==> config.mk <==
export PLATFORM = sky130hd
export DESIGN_NAME = mem_arbiter_68k
export DESIGN_NICKNAME = d
export VERILOG_FILES = /design/src/rtl/mem_arb_pkg.sv /design/src/rtl/mem_arb_wdog.sv /design/src/rtl/mem_arbiter_68k.sv
export SDC_FILE = /design/constraint.sdc
export NUM_CORES = 1
export LEC_CHECK = 0
export BUFFER_PORTS_ARGS = -buffer_cell sky130_fd_sc_hd__buf_2
export CAP_MARGIN = 20
export CORE_UTILIZATION = 41
export CTS_CLUSTER_SIZE = 16
export DETAILED_ROUTE_END_ITERATION = 10
export MAX_ROUTING_LAYER = met4
export PLACE_DENSITY = 0.75
export SYNTH_ARGS = -nofsm -noshare
export SYNTH_HDL_FRONTEND = slang
export SYNTH_SLANG_ARGS = --single-unit
export TNS_END_PERCENT = 50
==> constraint.sdc <==
create_clock -name clk -period 2.5 [get_ports clk]
set_input_delay 0.5 -clock clk [delete_from_list [all_inputs] [get_ports clk]]
set_output_delay 0.5 -clock clk [all_outputs]
set_load 0.02 [all_outputs]
==> src/rtl/mem_arb_pkg.sv <==
// Shared types and default parameters for the 68000 / SPI-loader memory arbiter.
package mem_arb_pkg;

  localparam int DEF_ADDR_W     = 23;
  localparam int DEF_STARVE_MAX = 15;
  localparam int DEF_TIMEOUT    = 255;

  typedef enum logic [1:0] {
    IDLE,
    CPU_ACC,
    SPI_ACC,
    CPU_HOLD
  } state_t;

  typedef enum logic [1:0] {
    OWN_NONE,
    OWN_CPU,
    OWN_SPI
  } owner_t;

endpackage

==> src/rtl/mem_arb_wdog.sv <==
// Access watchdog: flags an access whose mem_ack has not arrived within TIMEOUT cycles.
module mem_arb_wdog
  import mem_arb_pkg::*;
#(
  parameter int TIMEOUT = DEF_TIMEOUT
) (
  input  logic clk,
  input  logic reset,
  input  logic busy,
  input  logic mem_ack,
  output logic expired
);

  localparam int CW = $clog2(TIMEOUT + 1);
  localparam logic [CW-1:0] LAST = CW'(TIMEOUT - 1);

  logic [CW-1:0] cnt;

  // Counter restarts every time the strobe goes high, so each access gets a fresh budget.
  always_ff @(posedge clk) begin
    if (reset || !busy)  cnt <= '0;
    else if (cnt != LAST) cnt <= cnt + 1'b1;
  end

  assign expired = busy && !mem_ack && (cnt == LAST);

endmodule

==> src/rtl/mem_arbiter_68k.sv <==
// Arbitrates a 68000 bus and an SPI loader onto one SDRAM controller port.
// Optional access watchdog / bus-error path enabled by defining MEM_ARB_TIMEOUT_EN.
module mem_arbiter_68k
  import mem_arb_pkg::*;
#(
  parameter int ADDR_W     = DEF_ADDR_W,
  parameter int STARVE_MAX = DEF_STARVE_MAX,
  parameter int TIMEOUT    = DEF_TIMEOUT
) (
  input  logic              clk,
  input  logic              reset,
  input  logic              cpu_as_n,
  input  logic [1:0]        cpu_ds_n,
  input  logic              cpu_rw,
  input  logic [ADDR_W-1:0] cpu_addr,
  input  logic [15:0]       cpu_wdata,
  output logic [15:0]       cpu_rdata,
  output logic              cpu_dtack_n,
  output logic              cpu_berr_n,
  input  logic              spi_req,
  input  logic              spi_we,
  input  logic [ADDR_W-1:0] spi_addr,
  input  logic [15:0]       spi_wdata,
  output logic [15:0]       spi_rdata,
  output logic              spi_ack,
  output logic              mem_as_n,
  output logic [1:0]        mem_ds_n,
  output logic              mem_rw,
  output logic [ADDR_W-1:0] mem_addr,
  output logic [15:0]       mem_wdata,
  input  logic [15:0]       mem_rdata,
  input  logic              mem_ack
);

  localparam int SW = $clog2(STARVE_MAX + 1);
  localparam logic [SW-1:0] S_MAX = SW'(STARVE_MAX);

  if (STARVE_MAX < 1 || TIMEOUT < 1) begin : g_bad_param
    $error("mem_arbiter_68k: STARVE_MAX and TIMEOUT must be >= 1");
  end

  state_t        state;
  owner_t        win;
  logic [SW-1:0] starve;
  logic          cpu_pend;
  logic          spi_pend;

  assign cpu_pend = ~cpu_as_n;
  // The loader only sees spi_ack as the edge that would re-grant it passes, so its
  // request is masked during the ack cycle to avoid a phantom second access.
  assign spi_pend = spi_req & ~spi_ack;

  always_comb begin
    win = OWN_NONE;
    if (state == IDLE) begin
      if (cpu_pend && !(spi_pend && starve == S_MAX)) win = OWN_CPU;
      else if (spi_pend)                              win = OWN_SPI;
    end
  end

  always_ff @(posedge clk) begin
    if (reset)                                         starve <= '0;
    else if (win == OWN_SPI)                           starve <= '0;
    else if (spi_pend && state != SPI_ACC && starve != S_MAX) starve <= starve + 1'b1;
  end

`ifdef MEM_ARB_TIMEOUT_EN
  logic timeout;

  mem_arb_wdog #(.TIMEOUT(TIMEOUT)) u_wdog (
    .clk     (clk),
    .reset   (reset),
    .busy    (~mem_as_n),
    .mem_ack (mem_ack),
    .expired (timeout)
  );
`else
  assign cpu_berr_n = 1'b1;
`endif

  always_ff @(posedge clk) begin
    if (reset) begin
      state       <= IDLE;
      mem_as_n    <= 1'b1;
      mem_ds_n    <= 2'b11;
      mem_rw      <= 1'b1;
      mem_addr    <= '0;
      mem_wdata   <= '0;
      cpu_rdata   <= '0;
      cpu_dtack_n <= 1'b1;
      spi_rdata   <= '0;
      spi_ack     <= 1'b0;
`ifdef MEM_ARB_TIMEOUT_EN
      cpu_berr_n  <= 1'b1;
`endif
    end else begin
      spi_ack <= 1'b0;
      case (state)
        IDLE: begin
          if (win == OWN_CPU) begin
            mem_addr  <= cpu_addr;
            mem_wdata <= cpu_wdata;
            mem_rw    <= cpu_rw;
            mem_ds_n  <= cpu_ds_n;
            mem_as_n  <= 1'b0;
            state     <= CPU_ACC;
          end else if (win == OWN_SPI) begin
            mem_addr  <= spi_addr;
            mem_wdata <= spi_wdata;
            mem_rw    <= ~spi_we;
            mem_ds_n  <= 2'b00;
            mem_as_n  <= 1'b0;
            state     <= SPI_ACC;
          end
        end
        CPU_ACC: begin
          if (mem_ack) begin
            cpu_rdata   <= mem_rdata;
            cpu_dtack_n <= 1'b0;
            mem_as_n    <= 1'b1;
            mem_ds_n    <= 2'b11;
            state       <= CPU_HOLD;
          end
`ifdef MEM_ARB_TIMEOUT_EN
          else if (timeout) begin
            cpu_berr_n <= 1'b0;
            mem_as_n   <= 1'b1;
            mem_ds_n   <= 2'b11;
            state      <= CPU_HOLD;
          end
`endif
        end
        SPI_ACC: begin
          if (mem_ack) begin
            spi_rdata <= mem_rdata;
            spi_ack   <= 1'b1;
            mem_as_n  <= 1'b1;
            mem_ds_n  <= 2'b11;
            state     <= IDLE;
          end
`ifdef MEM_ARB_TIMEOUT_EN
          else if (timeout) begin
            spi_rdata <= 16'hFFFF;
            spi_ack   <= 1'b1;
            mem_as_n  <= 1'b1;
            mem_ds_n  <= 2'b11;
            state     <= IDLE;
          end
`endif
        end
        CPU_HOLD: begin
          // Termination stays asserted until the 68000 ends its bus cycle.
          if (cpu_as_n) begin
            cpu_dtack_n <= 1'b1;
`ifdef MEM_ARB_TIMEOUT_EN
            cpu_berr_n  <= 1'b1;
`endif
            state       <= IDLE;
          end
        end
        default: state <= IDLE;
      endcase
    end
  end

endmodule

# Yosys cells after proc, flatten, opt, wreduce, memory -nomap -nowiden
# Cells that the tools add are included.
[classes]
eq_ne = 13
n_addsub = 1
muxes = 26
bitwise = 5
reduce_logical = 18
[op_table]
columns = ["op", "n"]
rows = [
  ["$mux W23", 2],
  ["$mux W16", 2],
  ["$mux W2", 10],
  ["$mux W1", 8],
  ["$ne A2 B2 Y1 const B", 4],
  ["$pmux W2 S4", 1],
  ["$eq A2 B2 Y1 const B", 3],
  ["$reduce_and A2 Y1", 3],
  ["$reduce_and A3 Y1", 2],
  ["$reduce_bool A2 Y1", 3],
  ["$reduce_or A2 Y1", 3],
  ["$add A4 B1 Y4 const B", 1],
  ["$eq A2 B1 Y1 const B", 2],
  ["$eq A4 B4 Y1 const B", 1],
  ["$logic_and A1 B1 Y1", 4],
  ["$ne A4 B4 Y1 const B", 1],
  ["$not A1 Y1", 4],
  ["$pmux W1 S2", 2],
  ["$pmux W2 S2", 1],
  ["$reduce_and A4 Y1", 1],
  ["$ne A3 B1 Y1 const B", 1],
  ["$logic_not A2 Y1", 1],
  ["$ne A2 B1 Y1 const B", 1],
  ["$and A1 B1 Y1", 1],
  ["$logic_not A1 Y1", 1],
]
[word_totals]
regBits = 83
in_bits = 103
out_inout_bits = 78
elab_cells = 74

# Depth between registers and ports, before layout
# Gate-level depths: netlist of run 1.
[depth]
word_depth = 11
mapped_depth = 11

# Worst setup path after synthesis of run 1
# Ideal clock, no wire load.
[synth_path]
path_kind = "reg2reg"
startpoint = "register starve[0]"
endpoint = "register state[1]"
setup_ps = 121
period_less_slack_ps = 2350
stages_incl_launch_ff = 11
slack_ps = 150
n_path_buf = 2
arrival_time_ps = 2229
cell_sequence = "dfxtp_1 ha_1 and3_1 clkbuf_1 nand2_1 and3b_1 ha_1 buf_2 or3b_1 nand3_1 mux2_2"
[synth_via]
elab_chain_len = 9
[synth_rtl]
columns = ["element", "line_no", "source"]
rows = [
  ["start: declaration", "mem_arbiter_68k.sv:44", "logic [SW-1:0] starve;"],
  ["start signal: assignment", "mem_arbiter_68k.sv:64", "else if (spi_pend && state != SPI_ACC && starve != S_MAX) starve <= starve + 1'b1;"],
  ["$eq A4 B4 Y1 (*)", "mem_arbiter_68k.sv:56", "if (cpu_pend && !(spi_pend && starve == S_MAX)) win = OWN_CPU;"],
  ["$logic_and A1 B1 Y1 (*)", "mem_arbiter_68k.sv:56", ""],
  ["$logic_not A1 Y1 (*)", "mem_arbiter_68k.sv:56", ""],
  ["$logic_and A1 B1 Y1 (*)", "mem_arbiter_68k.sv:56", ""],
  ["$mux W2 (*)", "mem_arbiter_68k.sv:56", ""],
  ["$mux W2 (*)", "mem_arbiter_68k.sv:55", "if (state == IDLE) begin"],
  ["$eq A2 B2 Y1 or $eq A2 B1 Y1 (tied branches)", "mem_arbiter_68k.sv:107, mem_arbiter_68k.sv:100", ""],
  ["$ne A3 B1 Y1 (no source line) or $mux W2 (tied branches)", "--", ""],
  ["$reduce_and A4 Y1 (no source line) or $pmux W2 S4 (tied branches)", "--", ""],
  ["end signal: assignment", "mem_arbiter_68k.sv:106", "state <= CPU_ACC;"],
  ["end signal: assignment", "mem_arbiter_68k.sv:113", "state <= SPI_ACC;"],
  ["end signal: assignment", "mem_arbiter_68k.sv:122", "state <= CPU_HOLD;"],
  ["end: declaration", "mem_arbiter_68k.sv:42", "state_t state;"],
]
# Every way passes the cells marked *; elsewhere a longest branch is shown, timed or not.
# A chain may end at the register's enable or synchronous reset.

# Worst setup path after layout of run 1
# Ends and elaborated chain as after synthesis.

==> results by group, run 1 <==
Route
  – 1st-iter DRT viols: 115
  – DR WL met2: 4.184 mm
  – Final wirelength: between 8 and 9 mm
  – Via density: around 5
  – Max layer used: met4
  – ANT nets after route: 0
  – Met1 wire length: roughly 3.7 mm
  – Via Count: ~3300
  – Drt first pass iters: 4
  – Wirelength per Cell: about 13 µm
  – Metal3 WL: slightly above 700 µm
  – Remaining DRCs: 0

Clock tree
  – CTS sink count: 83
  – CTS tree: yes
  – CTS Buffer Depth: 2
  – Clock Pin Slew Worst Setup and Hold Paths: 80 ps
  – Post-CTS setup buffers: 0
  – Htree depth: 3
  – Clock Latency Late Sink: approximately 340 ps
  – Hold buffer count at cts: 0
  – Root buffer cell: clkbuf_8
  – CTS Buf Count: 9

Layout
  – Reg area: approximately 1700 µm²
  – Finished Cell Area: 4721 µm²
  – Share of cells above drive strength 1: 36.20%
  – N_diodes: 0
  – Layout fillers: ~800
  – Multi-input gate area: between 1500 and 2000 µm²
  – # nets final: between 600 and 700
  – Non-Filler Instances: 674
  – Area Overhead vs Synth: 33.89%

Power
  – Pleak: 2.180 nW
  – Cell Pwr Density: 1191 nW/µm²
  – Cell-internal power: 0.003358 W
  – Seq pwr share: about a third
  – Sw Ratio: 40.29%
  – Max VDD drop: 667.0 µV
  – NetSw: between 0.002 and 0.0025 W
  – Clock Power Share: a little under a fifth
  – Total chip power: around 0.0056 W
  – Comb power frac: 47.4%

Timing
  – Final Slew Violations: 0
  – Final min period: between 2000 and 2500 ps
  – Fmax: roughly 440 MHz
  – Setup_tns: 0 ps
  – Final setup vio count: 0
  – Clock skew: between 10 and 15 ps
  – Max transition margin: 57.19%
  – Ratio of final minimum period to clock period: around nine tenths
  – RSZ-0062 raised after global routing: no
  – Worst-margin pin slew: 642.1 ps
  – Final Hold Viols: 0

Critical path
  – CP Launch Point: starve[0]
  – Worst Path Max Fanout: 7
  – Crit. End Element: flip-flop
  – Critical R2R Capture: state[1]
  – Worst path required time: roughly 2700 ps
  – Startpoint types: flip-flop
  – Critical setup path kind: reg2reg
  – Worst Reg-to-Reg Cells: 8
  – Worst Path Arrival: around 2500 ps
  – CP Capture Point: state[1]
  – Register-to-register setup slack: between 200 and 250 ps
  – Reg2reg start: starve[0]

Placed design
  – GP Congestion: between 0.7 and 0.8
  – Dpl cell area: around 4500 µm²
  – Port Buffers: ~180
  – Placed cell count: between 600 and 700
  – DPL Wire Length: approximately 6.5 mm

Logic synthesis
  – Most frequent cell after synthesis: dfxtp_1
  – Area leader, netlist: dfxtp_1
  – Synth async-reset ratio: 0%
  – Synth area leaders: dfxtp_1 (47%), mux2i_1 (11%), a211oi_1 (8.3%), nand2_1 (7.3%), a21oi_1 (6.0%)
  – Number of synthesized flops with an enable pin: 0
  – Seq/Total Area, Yosys: a little under half
  – Mean Syn Cell Area: 8.837 µm²
  – Synth Flop Type: dfxtp_1
  – Ys Warns: 0
  – Mapped Area: approximately 3500 µm²
  – Ranking of synthesized cells by instance count: dfxtp_1 (83), nand2_1 (69), a21oi_1 (42), nor2_1 (41), mux2i_1 (40)
  – Post-Syn Instances: between 300 and 400
  – Post-Syn Nets: 510
  – Post-synth top area share: between 40% and 50%
  – Seq cells post-synth: 83
  – Distinct cells, synth: 35

Global route
  – Largest net degree at the start of global routing: between 60 and 70
  – Gr usage total: between 20% and 30%
  – Gr ovfl total: 0
  – Vias in the first global route: 3044
  – Antenna violations before repair: 0
  – First-pass GRT wire length: 13.59 mm

Floorplan
  – Die width: 94.74 µm
  – Die Height: roughly 95 µm
  – Boundary Pins: around 180
  – Starting density of the core: between 40 and 50%
  – Die footprint: 8975 µm²
  – Cell Rows: 33
  – Core Box Area: between 8000 and 9000 µm²

Worst hold path
  – Min-Delay Path Class: in2reg

Status
  – Outcome: complete, no violations

Flow run
  – # Max-Cap Violations: 0
[timing repair]
item / CTS / global route
resized for setup: 0 / 2
endpoints found under the hold margin: 0 / 0
endpoints found under the setup margin: 0 / 4
[stage by stage]
stage,utilization (%),hold slack (ps),setup WS (ps)
2_1_floorplan,-,459.4,150.2
3_3_place_gp,54.44,438.2,302.7
3_5_place_dp,54.44,443.5,192.4
4_1_cts,57.09,385.0,174.4
5_1_grt,57.17,389.4,34.90
6_report,57.17,406.8,219.1
[metal layers]
metal / up-vias / global-route usage (%)
met5: - / -
met4: 0 / 7.576
met3: 7 / 5.636
met2: 132 / 34.29
met1: 1494 / 22.04
li1: 1709 / -
[sequential cells by signal (all words and copies together) (netlist names)]
name         cells
mem_as_n         1
state            2
spi_rdata       16
mem_ds_n         2
mem_addr        23
mem_wdata       16
cpu_dtack_n      1
mem_rw           1
starve           4
cpu_rdata       16
spi_ack          1
[logic make-up (layout without fill, tap and decap cells)]
kind of cell / count (synthesis) / count (layout) / share of synthesized area [%]
fa+ha+maj: 8 / 8 / 2.839
compound gates: 93 / 93 / 16.82
other cells: 1 / 1 / 0.1064
flops: 83 / 83 / 47.13
buf+inv: 34 / 204 / 4.223
mux: 41 / 41 / 11.67
simple gates: 139 / 139 / 17.21
[critical path, stage by stage (launching register included)]
cell and delay [ps]:
dfxtp_1 370, ha_1 200, and3_2 250, nand2_1 80
and3b_1 180, ha_2 230, or3b_1 410, nand3_1 110
mux2_2 340
[how the worst min path moves through the flow]
| stage | slack, ps | end | cells after the start | from |
|---|---|---|---|---|
| after global routing | 390 | spi_rdata[15] | 3 | mem_rdata[15] |
| after floorplan | 460 | starve[3] | 2 | starve[3] |
| after CTS | 390 | cpu_rdata[12] | 3 | mem_rdata[12] |
| after global placement | 440 | cpu_rdata[13] | 2 | cpu_rdata[13] |
| after detailed placement | 440 | spi_rdata[7] | 2 | spi_rdata[7] |
| final | 410 | cpu_rdata[12] | 3 | mem_rdata[12] |
[cell usage in the layout (no fill, tap or decap), types with 4 or more instances in the layout]
cell      netlist  routed
mux2i_1        40      40
nand2b_1        4       4
nand2_1        69      69
a211oi_1       39      39
a21oi_1        42      42
dfxtp_1        83      83
buf_2          14     179
ha_1            8       7
buf_4           1       4
nor2_1         41      41
clkbuf_8        0      10
a211o_1         4       4
[layout make-up]
class | count | area share [%]
well taps | 105 | 2.783
clock buffers | 12 | 3.074
repair buffers | 185 | 20.46
inverters | 3 | 0.2385
flip-flops and latches | 83 | 35.20
clock inverters | 4 | 1.564
multi-input cells | 282 | 36.68
[power groups by stage]
stage          Clock (W)  Sequential [W]  Combinational [W]
2_1_floorplan          0         0.00236            0.00147
3_3_place_gp           0         0.00192            0.00261
3_5_place_dp           0         0.00193            0.00269
4_1_cts          0.00108         0.00191            0.00268
5_1_grt          0.00114         0.00196            0.00294
6_report         0.00105         0.00191            0.00267
(Power assumes the default switching activity.)
==> run 2: changes to the inputs <==
- CORE_UTILIZATION: 41 -> 49
- PLACE_DENSITY: 0.75 -> 0.84
- clock period: 2.5 -> 2.7 ns (I/O delays scaled with it)
==> run 2 against run 1 <==
- register-to-register slack about the same
- worst setup slack improved by 0.88 ps
- sequential power decreased by 7%
- combinational power decreased by 7%
- global-route usage increased by 4.3 points
- non-clock buffer count increased by 1
- clock power decreased by 17%
- critical path type unchanged
- critical endpoint is now mem_as_n
- largest cell class unchanged
- highest routed layer unchanged
==> results by group, run 2 (synthesized netlist as in run 1, its figures left out) <==
Route
  – ANT nets after route: 0 (unchanged)
  – Remaining DRCs: 0 (unchanged)
  – Drt first pass iters: 4 (unchanged)
  – 1st-iter DRT viols: 160 (+39%)
  – Via density: 5.102 (+2.9%)
  – Via Count: 3398 (+1.7%)
  – Wirelength per Cell: 13.36 µm (+3.6%)
  – Final wirelength: 8.901 mm (+2.3%)

Layout
  – Top reg by flops: mem_addr
  – Share of cells above drive strength 1: 35.61% (-0.59 points)
  – Multi-input gate area: 1725 µm² (-0.36%)
  – Reg area: 1662 µm² (unchanged)
  – N_diodes: 0 (unchanged)
  – Most frequent cells in the layout: buf_2 (179), dfxtp_1 (83), nand2_1 (69), a21oi_1 (42), nor2_1 (41)
  – Most common cell after layout, fill and taps aside: buf_2
  – Largest register FFs: 23 (unchanged)
  – Area Overhead vs Synth: 32.72%
  – # nets final: 676 (+0.15%)
  – Layout fillers: 574 (-28%)

Power
  – Cell Pwr Density: 1094 nW/µm² (-8.2%)
  – Pleak: 2.166 nW (-0.61%)
  – Max VDD drop: 611.1 µV (-8.4%)
  – Total chip power: 0.005118 W (-9.0%)

Floorplan
  – Die Height: 86.83 µm (-8.3%)
  – Cell Rows: 30 (-9.1%)
  – Core Box Area: 6869 µm² (-17%)
  – Boundary Pins: 181 (unchanged)
  – Die width: 86.83 µm (-8.3%)
  – Die footprint: 7539 µm² (-16%)
  – Starting density of the core: 51.33% (+8.6 points)

Critical path
  – Worst path required time: 2930 ps (+200 ps)
  – Worst Path Max Fanout: 9 (+2)
  – Startpoint types: flip-flop
  – Register-to-register setup slack: 220 ps (about the same)
  – Critical setup path kind: reg2reg
  – Worst Reg-to-Reg Cells: 7 (-1)
  – Critical R2R Capture: mem_as_n
  – Worst Path Arrival: 2710 ps (+200 ps)
  – Reg2reg start: starve[0]
  – Crit. End Element: flip-flop

Timing
  – Final Slew Violations: 0 (unchanged)
  – Max transition margin: 53.03% (-4.2 points)
  – Ratio of final minimum period to clock period: 91.85% (+0.62 points)
  – Final setup vio count: 0 (unchanged)
  – RSZ-0062 raised after global routing: no
  – Final Hold Viols: 0 (unchanged)
  – Clock skew: 10.58 ps (-0.3120 ps)
  – Final min period: 2480 ps (+199.1 ps)
  – Worst-margin pin slew: 704.5 ps (+62.39 ps)
  – Setup_tns: 0 ps (unchanged)
  – Fmax: 403.2 MHz (-8.0%)

Worst hold path
  – Worst Min Path Start: mem_rdata[2]
  – Hold Path Depth: 3 (unchanged)
  – Min-Delay Endpoint: spi_rdata[2]
  – Min-Delay Path Class: in2reg

Clock tree
  – CTS Buf Count: 9 (unchanged)
  – Clock Latency Late Sink: 340 ps (about the same)
  – CTS Buffer Depth: 2 (unchanged)
  – Clock Pin Slew Worst Setup and Hold Paths: 80 ps (about the same)
  – Hold buffer count at cts: 0 (unchanged)
  – Root buffer cell: clkbuf_8
  – CTS tree: yes
  – Post-CTS setup buffers: 0 (unchanged)
  – CTS sink count: 83 (unchanged)
  – Htree depth: 3 (unchanged)
  – PostCTS Resize Cnt: 0 (unchanged)

Placed design
  – Port Buffers: 179 (unchanged)
  – DPL Wire Length: 6.626 mm (+1.5%)
  – GP Congestion: 0.7651 (+2.5%)

Flow run
  – # Max-Cap Violations: 0 (unchanged)

Global route
  – Gr ovfl total: 0 (unchanged)
  – Gr usage total: 24.37% (+4.3 points)
  – Met3 Track Usage GR: 6.667% (+1.0 points)
  – First-pass GRT wire length: 14.04 mm (+3.3%)
  – Antenna violations before repair: 0 (unchanged)
  – Vias in the first global route: 3182 (+4.5%)
  – GR Layer Usage met1: 26.88% (+4.8 points)
  – Met2 Usage GRT: 42.16% (+7.9 points)
  – Largest net degree at the start of global routing: 55 (-18%)
  – GRT Max-Usage Layer: met2

Status
  – Outcome: complete, no violations
[run 2: how the worst max path moves through the flow]
| stage | startpoint | depth (start not counted) | endpoint | slack [ps] |
|---|---|---|---|---|
| 5_1_grt | starve[0] | 8 | mem_ds_n[1] | 5 |
| 4_1_cts | starve[0] | 7 | mem_as_n | 220 |
| 3_3_place_gp | spi_req | 8 | mem_as_n | 390 |
| 6_report | starve[0] | 7 | mem_as_n | 220 |
| 3_5_place_dp | starve[0] | 7 | mem_ds_n[0] | 270 |
| 2_1_floorplan | starve[0] | 10 | state[1] | 350 |
[run 2: cell type report]
class	instances	area share (%)
well taps	96	2.567
clock inverters	2	0.7487
flip-flops and latches	83	35.51
multi-input cells	282	36.87
inverters	3	0.2406
clock buffers	14	3.262
repair buffers	186	20.80
[run 2: routing by layer]
metal  part of all wire (%)  wire [µm]
met5                      0          0
met4                   0.74         66
met3                    7.9        702
met2                     49       4375
met1                     42       3756
[run 2: power by group]
part / switching, W / internal [W] / leakage [nW]
registers: 0.000180 / 0.00159 / 0.680
logic: 0.00151 / 0.000972 / 1.39
clock network: 0.000413 / 0.000454 / 0.0947
total: 0.00211 / 0.00301 / 2.17
[run 2: per-stage QoR]
step           area, µm²  hold WS (ps)  utilization, %  std cells  setup slack [ps]
2_1_floorplan       3526         459.4               -        399             350.2
3_3_place_gp        4492         438.0           65.39        650             389.8
3_5_place_dp        4492         445.1           65.39        650             268.0
4_1_cts             4679         437.1           68.12        666             221.6
5_1_grt             4679         436.9           68.12        666             5.381
6_report            4679         444.6           68.12        666             220.0
[run 2: worst max-delay path, cell delays in order, from the launching register on]
cell      delay, ps
dfxtp_1         340
ha_1            230
and3_1          250
o211ai_1        250
ha_2            400
nor3b_1         160
or3_1           420
a211o_1         310
==> run 3: changes to the inputs <==
==> constraint.sdc (replaced) <==
create_clock -name clk -period 2.7 [get_ports clk]
set_input_delay 0 -clock clk [delete_from_list [all_inputs] [get_ports clk]]
set_output_delay 0 -clock clk [all_outputs]
set_load 0.02 [all_outputs]
==> run 3 against run 2 <==
- hold slack lost 440 ps
- count of clock-buffer cells in the layout shrank 1
- sequential power hardly changed
- clock power grew 10%
- critical endpoint is now mem_addr[8]
- largest cell class unchanged
- global-route usage grew 3.5 points
- total power is 8.0% higher
- final cell count is 6.9% higher
- via count is 11% higher
- clock skew shrank 2.4 ps
==> results by group, run 3 (synthesized netlist as in run 1, its figures left out) <==
Status
  – Outcome: complete, no violations

Timing
  – Final min period: 2658 ps (+177.6 ps)
  – Fmax: 376.3 MHz (-6.7%)
  – Final Hold Viols: 0 (unchanged)
  – Worst-margin pin slew: 610.1 ps (-94.40 ps)
  – Clock skew: 8.215 ps (-2.361 ps)
  – Final setup vio count: 0 (unchanged)
  – Max transition margin: 59.33% (+6.3 points)
  – Ratio of final minimum period to clock period: 98.43% (+6.6 points)
  – Final Slew Violations: 0 (unchanged)

Clock tree
  – Clock Latency Late Sink: 340 ps (about the same)
  – Clock Pin Slew Worst Setup and Hold Paths: 80 ps (about the same)
  – CTS tree: yes
  – Htree depth: 3 (unchanged)
  – CTS sink count: 83 (unchanged)
  – Root buffer cell: clkbuf_8
  – CTS Buffer Depth: 2 (unchanged)
  – CTS Buf Count: 9 (unchanged)

Power
  – Pleak: 2.392 nW (+10%)
  – Cell Pwr Density: 1058 nW/µm² (-3.3%)
  – Sw Ratio: 40.91% (-0.23 points)
  – Seq pwr share: 32.0% (-2.5 points)
  – Clock Power Share: 17.3% (+0.4 points)
  – Max VDD drop: 706.5 µV (+16%)
  – Comb power frac: 50.7% (+2.2 points)
  – NetSw: 0.002262 W (+7.4%)
  – Cell-internal power: 0.003267 W (+8.5%)

Layout
  – N_diodes: 0 (unchanged)
  – Top reg by flops: mem_addr
  – Non-Filler Instances: 712 (+6.9%)
  – Area Overhead vs Synth: 48.23%
  – Most common cell after layout, fill and taps aside: buf_2
  – Most frequent cells in the layout: buf_2 (179), dfxtp_1 (83), nand2_1 (69), dlygate4sd3_1 (43), a21oi_1 (42)
  – Finished Cell Area: 5226 µm² (+12%)
  – Largest register FFs: 23 (unchanged)
  – # nets final: 723 (+7.0%)
  – Share of cells above drive strength 1: 34.42% (-1.2 points)

Floorplan
  – Core Box Area: 6869 µm² (unchanged)
  – Die width: 86.83 µm (unchanged)
  – Starting density of the core: 51.33% (unchanged)
  – Die Height: 86.83 µm (unchanged)
  – Die footprint: 7539 µm² (unchanged)
  – Cell Rows: 30 (unchanged)
  – Boundary Pins: 181 (unchanged)

Route
  – Via Count: 3767 (+11%)
  – Remaining DRCs: 0 (unchanged)
  – Final wirelength: 10.78 mm (+21%)
  – 1st-iter DRT viols: 149 (-6.9%)
  – Drt first pass iters: 4 (unchanged)
  – ANT nets after route: 0 (unchanged)
  – Wirelength per Cell: 15.14 µm (+13%)
  – Via density: 5.291 (+3.7%)

Placed design
  – Placed cell count: 648 (-0.31%)
  – DPL Wire Length: 6.474 mm (-2.3%)
  – GP Congestion: 0.8282 (+8.2%)
  – Port Buffers: 179 (unchanged)
  – Dpl cell area: 4477 µm² (-0.33%)

Global route
  – Largest net degree at the start of global routing: 57 (+3.6%)
  – Gr ovfl total: 0 (unchanged)
  – Gr usage total: 27.85% (+3.5 points)
  – Vias in the first global route: 3531 (+11%)
  – Antenna violations before repair: 0 (unchanged)
  – First-pass GRT wire length: 15.77 mm (+12%)

Critical path
  – Worst Path Arrival: 2870 ps (+160 ps)
  – Critical setup path kind: reg2reg
  – Crit. End Element: flip-flop
  – Startpoint types: flip-flop
  – Worst path required time: 2910 ps (-20 ps)
  – Worst Path Max Fanout: 11 (+2)

Worst hold path
  – Min-Delay Path Class: in2reg

Flow run
  – # Max-Cap Violations: 0 (unchanged)
-- run 3: cell count changes in the layout (fill, tap and decap cells not counted), moves of 2 or more --
cell	before	now
buf_4	5	7
dlygate4sd3_1	0	43
a211oi_2	0	3
clkbuf_16	0	2
a211oi_1	39	36
-- run 3: path summary, 6_finish.rpt --
| path | from | endpoint | slack, ps | depth (start not counted) |
|---|---|---|---|---|
| max | starve[0] | mem_addr[8] | 40 | 8 |
| min | spi_wdata[13] | mem_wdata[13] | 0.9 | 3 |
| max reg2reg | starve[0] | mem_addr[8] | 40 | 8 |
| min reg2reg | spi_rdata[2] | spi_rdata[2] | 450 | 2 |
-- run 3: timing repair --
action                                  in CTS  in global routing
resized for setup                            0                  6
hold buffers                                44                  0
setup buffers                                0                  4
hold endpoints to repair                    51                  0
endpoints found under the setup margin       0                  9
-- run 3: area by class of cell --
class                   count  area [µm²]
multi-input cells         282        1755
flip-flops and latches     83        1662
fillers                   465        1643
repair buffers            233        1469
clock buffers              13       148.9
well taps                  96       120.1
clock inverters             2       60.06
inverters                   3       11.26
-- run 3: power groups by stage --
stage / clock [W] / combinational [W] / sequential [W]
final: 0.000955 / 0.00280 / 0.00177
after global routing: 0.00102 / 0.00302 / 0.00181
after floorplan: 0 / 0.00136 / 0.00219
after global placement: 0 / 0.00239 / 0.00178
after detailed placement: 0 / 0.00247 / 0.00178
after CTS: 0.000965 / 0.00256 / 0.00176
-- run 3: critical path, stage by stage, from the launching register on --
cell           delay [ps]
dfxtp_1               340
ha_1                  240
and3_2                260
o211ai_1              330
ha_4                  240
buf_12                170
mux2i_2               230
dlygate4sd3_1         620
a211oi_1               80
-- run 3: layer usage --
metal | track usage, % | vias to the layer above | routed length [µm]
met2 | 47.60 | 195 | 5453
met3 | 5.619 | 31 | 873
li1 | - | 1810 | -
met5 | - | - | 0
met4 | 14.24 | 0 | 325
met1 | 30.68 | 1731 | 4130
-- run 3: per-stage QoR --
stage | TNS (ps) | utilization (%) | total power, W | hold slack (ps) | setup WS [ps]
floorplan | 0 | - | 0.003552 | 136.0 | 350.2
global placement | 0 | 65.17 | 0.004165 | 251.0 | 519.3
detailed placement | 0 | 65.17 | 0.004254 | 257.9 | 383.8
CTS | 0 | 74.63 | 0.005288 | 0.1760 | 48.46
global route | -8.286 | 76.08 | 0.005856 | 2.706 | -8.286
finish | 0 | 76.08 | 0.005529 | 0.9185 | 42.39
